<file path="config.mk">
export PLATFORM = sky130hd
export DESIGN_NAME = param_timer
export DESIGN_NICKNAME = d
export VERILOG_FILES = /design/src/rtl/timer_pkg.sv /design/src/rtl/param_table.sv /design/src/rtl/param_timer.sv
export SDC_FILE = /design/constraint.sdc
export NUM_CORES = 1
export LEC_CHECK = 0
export ABC_CLOCK_PERIOD_IN_PS = 5800
export CORE_MARGIN = 4
export CORE_UTILIZATION = 48
export CTS_BUF_LIST = sky130_fd_sc_hd__clkbuf_8
export CTS_CLUSTER_DIAMETER = 100
export DETAILED_ROUTE_END_ITERATION = 7
export MAX_ROUTING_LAYER = met4
export PLACE_DENSITY = 0.67
export SLEW_MARGIN = 30
export SYNTH_ARGS = -nofsm -noshare
export SYNTH_HDL_FRONTEND = slang
export SYNTH_SLANG_ARGS = --single-unit
</file>
<file path="constraint.sdc">
create_clock -name clk -period 5.8 [get_ports clk]
set_clock_uncertainty 0.15 [all_clocks]
set_input_delay 1.16 -clock clk [delete_from_list [all_inputs] [get_ports clk]]
set_output_delay 1.16 -clock clk [all_outputs]
set_load 0.03 [all_outputs]
</file>
<file path="src/rtl/timer_pkg.sv">
// timer_pkg: state and mode encodings shared by the interval timer.
package timer_pkg;
    typedef enum logic {
        IDLE = 1'b0,
        RUN  = 1'b1
    } state_t;
    localparam logic MODE_ONESHOT  = 1'b0;
    localparam logic MODE_PERIODIC = 1'b1;
endpackage

</file>
<file path="src/rtl/param_table.sv">
// param_table: programmable interval table, one write port and one combinational read port.
module param_table #(
    parameter int WIDTH         = 8,
    parameter int NUM_PARAMS    = 4,
    parameter int SEL_W         = 2,
    parameter int DEFAULT_VALUE = 5
) (
    input  logic             clk,
    input  logic             reset,
    input  logic             we,
    input  logic [SEL_W-1:0] waddr,
    input  logic [WIDTH-1:0] wdata,
    input  logic [SEL_W-1:0] raddr,
    output logic [WIDTH-1:0] rdata
);
    logic [WIDTH-1:0] r_mem [NUM_PARAMS];
    logic             w_waddr_ok;
    logic             w_raddr_ok;
    assign w_waddr_ok = 32'(waddr) < NUM_PARAMS;
    assign w_raddr_ok = 32'(raddr) < NUM_PARAMS;
    assign rdata      = w_raddr_ok ? r_mem[raddr] : '0;
    always_ff @(posedge clk or negedge reset) begin
        if (!reset) begin
            for (int i = 0; i < NUM_PARAMS; i++) r_mem[i] <= WIDTH'(DEFAULT_VALUE);
        end else if (we && w_waddr_ok) begin
            r_mem[waddr] <= wdata;
        end
    end
endmodule

</file>
<file path="src/rtl/param_timer.sv">
// param_timer: programmable down-counting interval timer with pause, abort and auto-reload.
module param_timer
    import timer_pkg::*;
#(
    parameter int WIDTH         = 8,
    parameter int NUM_PARAMS    = 4,
    parameter int SEL_W         = 2,
    parameter int DEFAULT_VALUE = 5
) (
    input  logic             clk,
    input  logic             reset,
    input  logic             enable,
    input  logic             start_timer,
    input  logic [SEL_W-1:0] parm_sel,
    input  logic             auto_reload,
    input  logic             pause,
    input  logic             abort,
    input  logic             prog_we,
    input  logic [SEL_W-1:0] prog_addr,
    input  logic [WIDTH-1:0] prog_data,
    output logic             expired,
    output logic             busy,
    output logic [WIDTH-1:0] remaining
);
    state_t           r_state, w_state_nx;
    logic [WIDTH-1:0] r_remaining, w_remaining_nx;
    logic [WIDTH-1:0] r_reload, w_reload_nx;
    logic             r_mode, w_mode_nx;
    logic             r_expired, w_expired_nx;
    logic [WIDTH-1:0] w_value;
    logic             w_start;
    logic             w_tick;

    param_table #(
        .WIDTH        (WIDTH),
        .NUM_PARAMS   (NUM_PARAMS),
        .SEL_W        (SEL_W),
        .DEFAULT_VALUE(DEFAULT_VALUE)
    ) u_table (
        .clk  (clk),
        .reset(reset),
        .we   (prog_we),
        .waddr(prog_addr),
        .wdata(prog_data),
        .raddr(parm_sel),
        .rdata(w_value)
    );

    assign w_start = start_timer && (32'(parm_sel) < NUM_PARAMS);
    assign w_tick  = (r_state == RUN) && enable && !pause;

    always_ff @(posedge clk or negedge reset) begin
        if (!reset) begin
            r_state     <= IDLE;
            r_remaining <= '0;
            r_reload    <= '0;
            r_mode      <= MODE_ONESHOT;
            r_expired   <= 1'b0;
        end else begin
            r_state     <= w_state_nx;
            r_remaining <= w_remaining_nx;
            r_reload    <= w_reload_nx;
            r_mode      <= w_mode_nx;
            r_expired   <= w_expired_nx;
        end
    end

    // Priority abort > start > tick; a zero-valued start expires immediately from IDLE.
    always_comb begin
        w_state_nx     = r_state;
        w_remaining_nx = r_remaining;
        w_reload_nx    = r_reload;
        w_mode_nx      = r_mode;
        w_expired_nx   = 1'b0;
        if (abort) begin
            w_state_nx     = IDLE;
            w_remaining_nx = '0;
        end else if (w_start) begin
            w_reload_nx    = w_value;
            w_mode_nx      = auto_reload;
            w_state_nx     = (w_value != '0) ? RUN : IDLE;
            w_remaining_nx = w_value;
            w_expired_nx   = (w_value == '0);
        end else if (w_tick) begin
            if (r_remaining > WIDTH'(1)) begin
                w_remaining_nx = r_remaining - 1'b1;
            end else begin
                w_expired_nx   = 1'b1;
                w_state_nx     = (r_mode == MODE_PERIODIC) ? RUN : IDLE;
                w_remaining_nx = (r_mode == MODE_PERIODIC) ? r_reload : '0;
            end
        end
    end

    always_comb begin
        busy      = (r_state == RUN);
        expired   = r_expired;
        remaining = r_remaining;
    end
endmodule
</file>
[Word level (Yosys, flattened, before mapping)]
Cells that the tools add are included.
Word-level totals
  bits in registers: 51
  input bits: 20
  word-level logic and storage cells: 48
Cells by class
  add/sub/neg operators: 1
  mux-type cells: 21
  reductions and logical operators: 9
  order comparisons: 4
  bitwise logic cells: 3
  equal/unequal tests: 1
Operator list (number)
  $mux 8: 8
  $bwmux 32: 1
  $bmux 8 s2: 1
  $demux 8 s2: 1
  $mux 1: 10
  $gt 8x1->1 const B: 1
  $logic_not 8->1: 1
  $reduce_bool 8->1: 1
  $sub 8x1->8 const B: 1
  $ge 3x3->1 const B: 2
  $not 2->3: 2
  $reduce_and 2->1: 2
  $logic_and 1x1->1: 3
  $lt 3x1->1 const B: 1
  $ne 3x3->1 const B: 1
  $reduce_bool 3->1: 1
  $logic_not 1->1: 1
  $not 1->1: 1

[Depth between registers and ports, before layout]
  depth in word-level cells: 8
  gate-level depth with buffers: 8
  depth with buffers taken out: 7

[Modules after synthesis]
From an unflattened synthesis, not the netlist that was laid out.
Unflattened totals
  cell total of the unflattened synthesis: 211
  area, all modules: 2553.7 µm²
Modules (own cells, without submodules)
  param_table: cells each 78, area an instance 1411.4 µm², instances 1
  param_timer: cells each 133, area an instance 1142.3 µm², instances 1

[Worst setup path after synthesis]
Ideal clock, no wire load.
  path kind: in2reg
  from: in parm_sel[0]
  to: reg r_state (netlist: busy)
  library setup time: 0.119 ns
  cell stages on the path: 5
  data required time: 5.531 ns
  data arrival time: 2.450 ns
  path slack: 3.081 ns
  buffers on the path: 1
  cells stage by stage: buf_2 mux4_2 nor4_1 nand4b_1 and2_1
Between the ends
  word-level cells in the longest chain between the ends: 8
RTL lines
  from (decl): RTL line param_timer.sv:14  | input logic [SEL_W-1:0] parm_sel,
  $not 2->3 (not written as such): RTL line param_table.sv:21  | assign rdata = w_raddr_ok ? r_mem[raddr] : '0;
  $bmux 8 s2: RTL line param_table.sv:21
  $mux 8 (not written as such) (2 in series): RTL line param_table.sv:21
  $reduce_bool 8->1: RTL line param_timer.sv:81  | w_state_nx = (w_value != '0) ? RUN : IDLE;
  $mux 1: RTL line param_timer.sv:81
  $mux 1: RTL line param_timer.sv:78  | end else if (w_start) begin
  $mux 1: RTL line param_timer.sv:75  | if (abort) begin
  to (signal assigned): RTL line param_timer.sv:60  | r_state <= w_state_nx;
  to (decl): RTL line param_timer.sv:25  | state_t r_state, w_state_nx;
Every way passes these cells. The select of a mux whose other input is x is not followed.
A chain may end at the register's enable or synchronous reset.

[Worst setup path in the final report]
  from: in start_timer
  to: reg r_remaining[7] (netlist: remaining[7])
Between the ends
  word-level cells in the longest chain between the ends: 2
  elaborated cells between the ends (all ways): 3
RTL lines
  from (decl): RTL line param_timer.sv:13  | input logic start_timer,
  $mux 8: RTL line param_timer.sv:78
  $mux 8: RTL line param_timer.sv:75
  to (signal assigned): RTL line param_timer.sv:61  | r_remaining <= w_remaining_nx;
  to (decl): RTL line param_timer.sv:26  | logic [WIDTH-1:0] r_remaining, w_remaining_nx;
Parallel ways exist; a longest one is shown, timed or not.

==> results.json <==
{
  "cts.sinks": 51,
  "finalWirelength_um": 5120,
  "post-route-period-util": 0.5903,
  "reg2reg_to": "remaining[2]$_DFFE_PN0P_",
  "dr.pass1.iters": 4,
  "rows": 26,
  "place_area_sq_mm": 0.002859,
  "synth_top_area_cell": "dfrtp_1",
  "cap_violations": 0,
  "insertion_delay_ns": 0.30,
  "peakVddDrop_v": 0.0001898,
  "slowest_delay_ns": 0.74,
  "place_hpwl_um": 3693,
  "die_w_um": 80.37,
  "r2r-start": "remaining[0]$_DFFE_PN0P_",
  "path_cells": "clkdlybuf4s50_1 -> clkinv_1 -> nor2_1 -> nand2_1 -> a22o_1 -> a22oi_1",
  "initial_core_util": 0.4922,
  "viasPerCell": 5.632,
  "p_switching_mw": 0.2690,
  "syn2layout_area_growth_pct": 18.42,
  "fmax_mhz": 292.1,
  "reg2regPathDepth": 7,
  "nNetsFinal": 253,
  "cp_max_fo": 13,
  "cts_root_buf": "clkbuf_8",
  "overflow": 0,
  "switching_share": 0.2811,
  "gp_congestion": 0.8538,
  "crit_family": "simple AND/OR/NAND/NOR gates",
  "netlist_area_sq_mm": 0.002514,
  "drcViolationCount": 0,
  "port_buffers": 29,
  "wl_per_cell_um": 16.95,
  "cts_buffers": 5,
  "min_period_ns": 3.424,
  "hold_viol_final": 0,
  "critPathKind": "input pin to register",
  "hold_path.class": "register to register",
  "cellPowerDensity_mw_per_mm2": 321.6,
  "outcome": "complete, no violations",
  "cts_resized": 0,
  "syn_avg_cell_area_sq_um": 12.44,
  "synth_seq_cells": 51,
  "holdWs_ns": 0.3595,
  "worst-path-buf-inv": 2,
  "cts_tree": "built",
  "ys.flop_type": "dfrtp_1",
  "cts.clk_slew.worst_paths_ns": 0.09,
  "min_path_cells": 1,
  "ios": 30,
  "seq_power_share": 0.493,
  "yosys_warnings": 0,
  "r2r_slack_ns": 3.48,
  "synth_async_sr_flop_share": 1.000,
  "syn_inst": 202,
  "num_antenna_cells": 0,
  "slew_violations": 0,
  "grtUsageTotal": 0.1783,
  "cts_setup_buffers": 0,
  "die_y_um": 80.37,
  "p_int_mw": 0.6882,
  "synth_top_cell_area_share": 0.4281,
  "fp.coreArea_sq_mm": 0.005107,
  "yosysMostFrequentCell": "dfrtp_1",
  "dp.cells": 294,
  "required_ns": 5.86,
  "finalInstanceArea_sq_mm": 0.002977,
  "die_area_sq_mm": 0.006459,
  "antenna_left": 0,
  "worstHoldStart": "u_table.r_mem[5]$_DFFE_PN0P_",
  "clkPwrFrac": 0.267,
  "crit_cells": 6,
  "grt_pass1_vias": 1694,
  "relSlewSlack": 0.4130,
  "ys_seq_area_frac": 0.5117,
  "num_vias": 1701,
  "grt_pass1_wl_um": 8556,
  "grt_setup_unrepaired": "false",
  "synth.top_cells.by_area": "dfrtp_1 (43%), mux2_2 (17%), dfstp_2 (8.4%)",
  "cts_buffer_depth": 2,
  "min_to": "u_table.r_mem[5]$_DFFE_PN0P_",
  "cts_hold_buf": 0,
  "tns_ns": 0,
  "drt_first_iter_violations": 94,
  "yosysUniqueCellTypes": 43,
  "setup_viol": 0,
  "combPwrFrac": 0.240,
  "antenna_found_initial": 0,
  "grt_max_degree": 52,
  "htreeDepth": 2,
  "crit_arrival_ns": 3.49,
  "end_kind": "register",
  "start_kind": "input pin",
  "drive_gt1_frac": 0.2974,
  "p_total_mw": 0.9572,
  "tightest_slew_ns": 0.8772,
  "synth_commonest_cells": "dfrtp_1 (43), mux2_2 (39), nand2_1 (15), a21oi_1 (10), nor2_1 (10)",
  "final_cells": 302,
  "leakage_nw": 1.192,
  "syn-num-nets": 224,
  "synth_edf_count": 0,
  "cp_slowest_cell": "nor2_1"
}
-- cells in the final DEF, fill, tap and decap left out, types with 3 or more instances in the layout --
master / netlist / layout
clkdlybuf4s50_1: 0 / 28
inv_1: 6 / 6
dfrtp_1: 43 / 43
xnor2_1: 3 / 3
nor2_1: 10 / 10
a21oi_1: 10 / 10
nand3_1: 7 / 7
nand2_1: 15 / 15
mux4_2: 7 / 7
o21ai_0: 6 / 6
mux2_2: 39 / 39
clkbuf_8: 0 / 6
o31ai_1: 3 / 3
nand3b_1: 3 / 3
dfstp_2: 8 / 8
-- through the flow --
stage | setup WS (ns) | util
finish | 2.376 | 0.5828
global route | 2.159 | 0.5828
CTS | 2.410 | 0.5828
detailed placement | 2.098 | 0.5598
global placement | 2.211 | 0.5598
floorplan | 3.081 | -
-- power groups by stage --
stage          clock network [mW]  registers [mW]  logic, mW
6_report                    0.256           0.472      0.230
5_1_grt                     0.277           0.481      0.253
4_1_cts                     0.261           0.472      0.232
3_5_place_dp                    0           0.479      0.231
3_3_place_gp                    0           0.478      0.226
2_1_floorplan                   0           0.477      0.154
-- kinds of logic (layout without fill, tap and decap cells) --
family / after synthesis / in the layout / synth area share
flops: 51 / 51 / 0.5117
simple gates: 49 / 49 / 0.1065
mux: 47 / 47 / 0.2414
compound gates: 35 / 35 / 0.09557
buf+inv: 15 / 45 / 0.02439
xor+xnor: 3 / 3 / 0.01045
fa+ha+maj: 2 / 2 / 0.009954
-- registers in the layout, indices dropped and copies added (netlist names) --
register and count:
busy 1, remaining 8, r_reload 8, r_mode 1, expired 1, u_table.r_mem 32
-- area by class of cell --
class,count,area (sq um)
well taps,70,87.58
repair buffers,30,292.8
multi-input cells,136,1166
fillers,457,2131
clock buffers,6,82.58
clock inverters,2,35.03
inverters,7,26.28
flip-flops and latches,51,1286
-- layer usage --
metal,part of all wire,global-route usage,vias to the layer above
li1,-,-,804
met1,0.46,0.2272,847
met2,0.49,0.2939,41
met3,0.037,0.03139,9
met4,0.014,0.05068,0
met5,0,-,-
-- how the worst max path moves through the flow --
stage                      from                       end  slack, ns
finish              start_timer  remaining[7]$_DFFE_PN0P_       2.38
global route        start_timer  remaining[7]$_DFFE_PN0P_       2.16
CTS                 start_timer  remaining[7]$_DFFE_PN0P_       2.41
detailed placement  start_timer  remaining[7]$_DFFE_PN0P_       2.10
global placement    start_timer  remaining[7]$_DFFE_PN0P_       2.21
floorplan           parm_sel[0]          busy$_DFFE_PN0P_       3.08
Note: power is estimated with default switching activity, not from simulation.
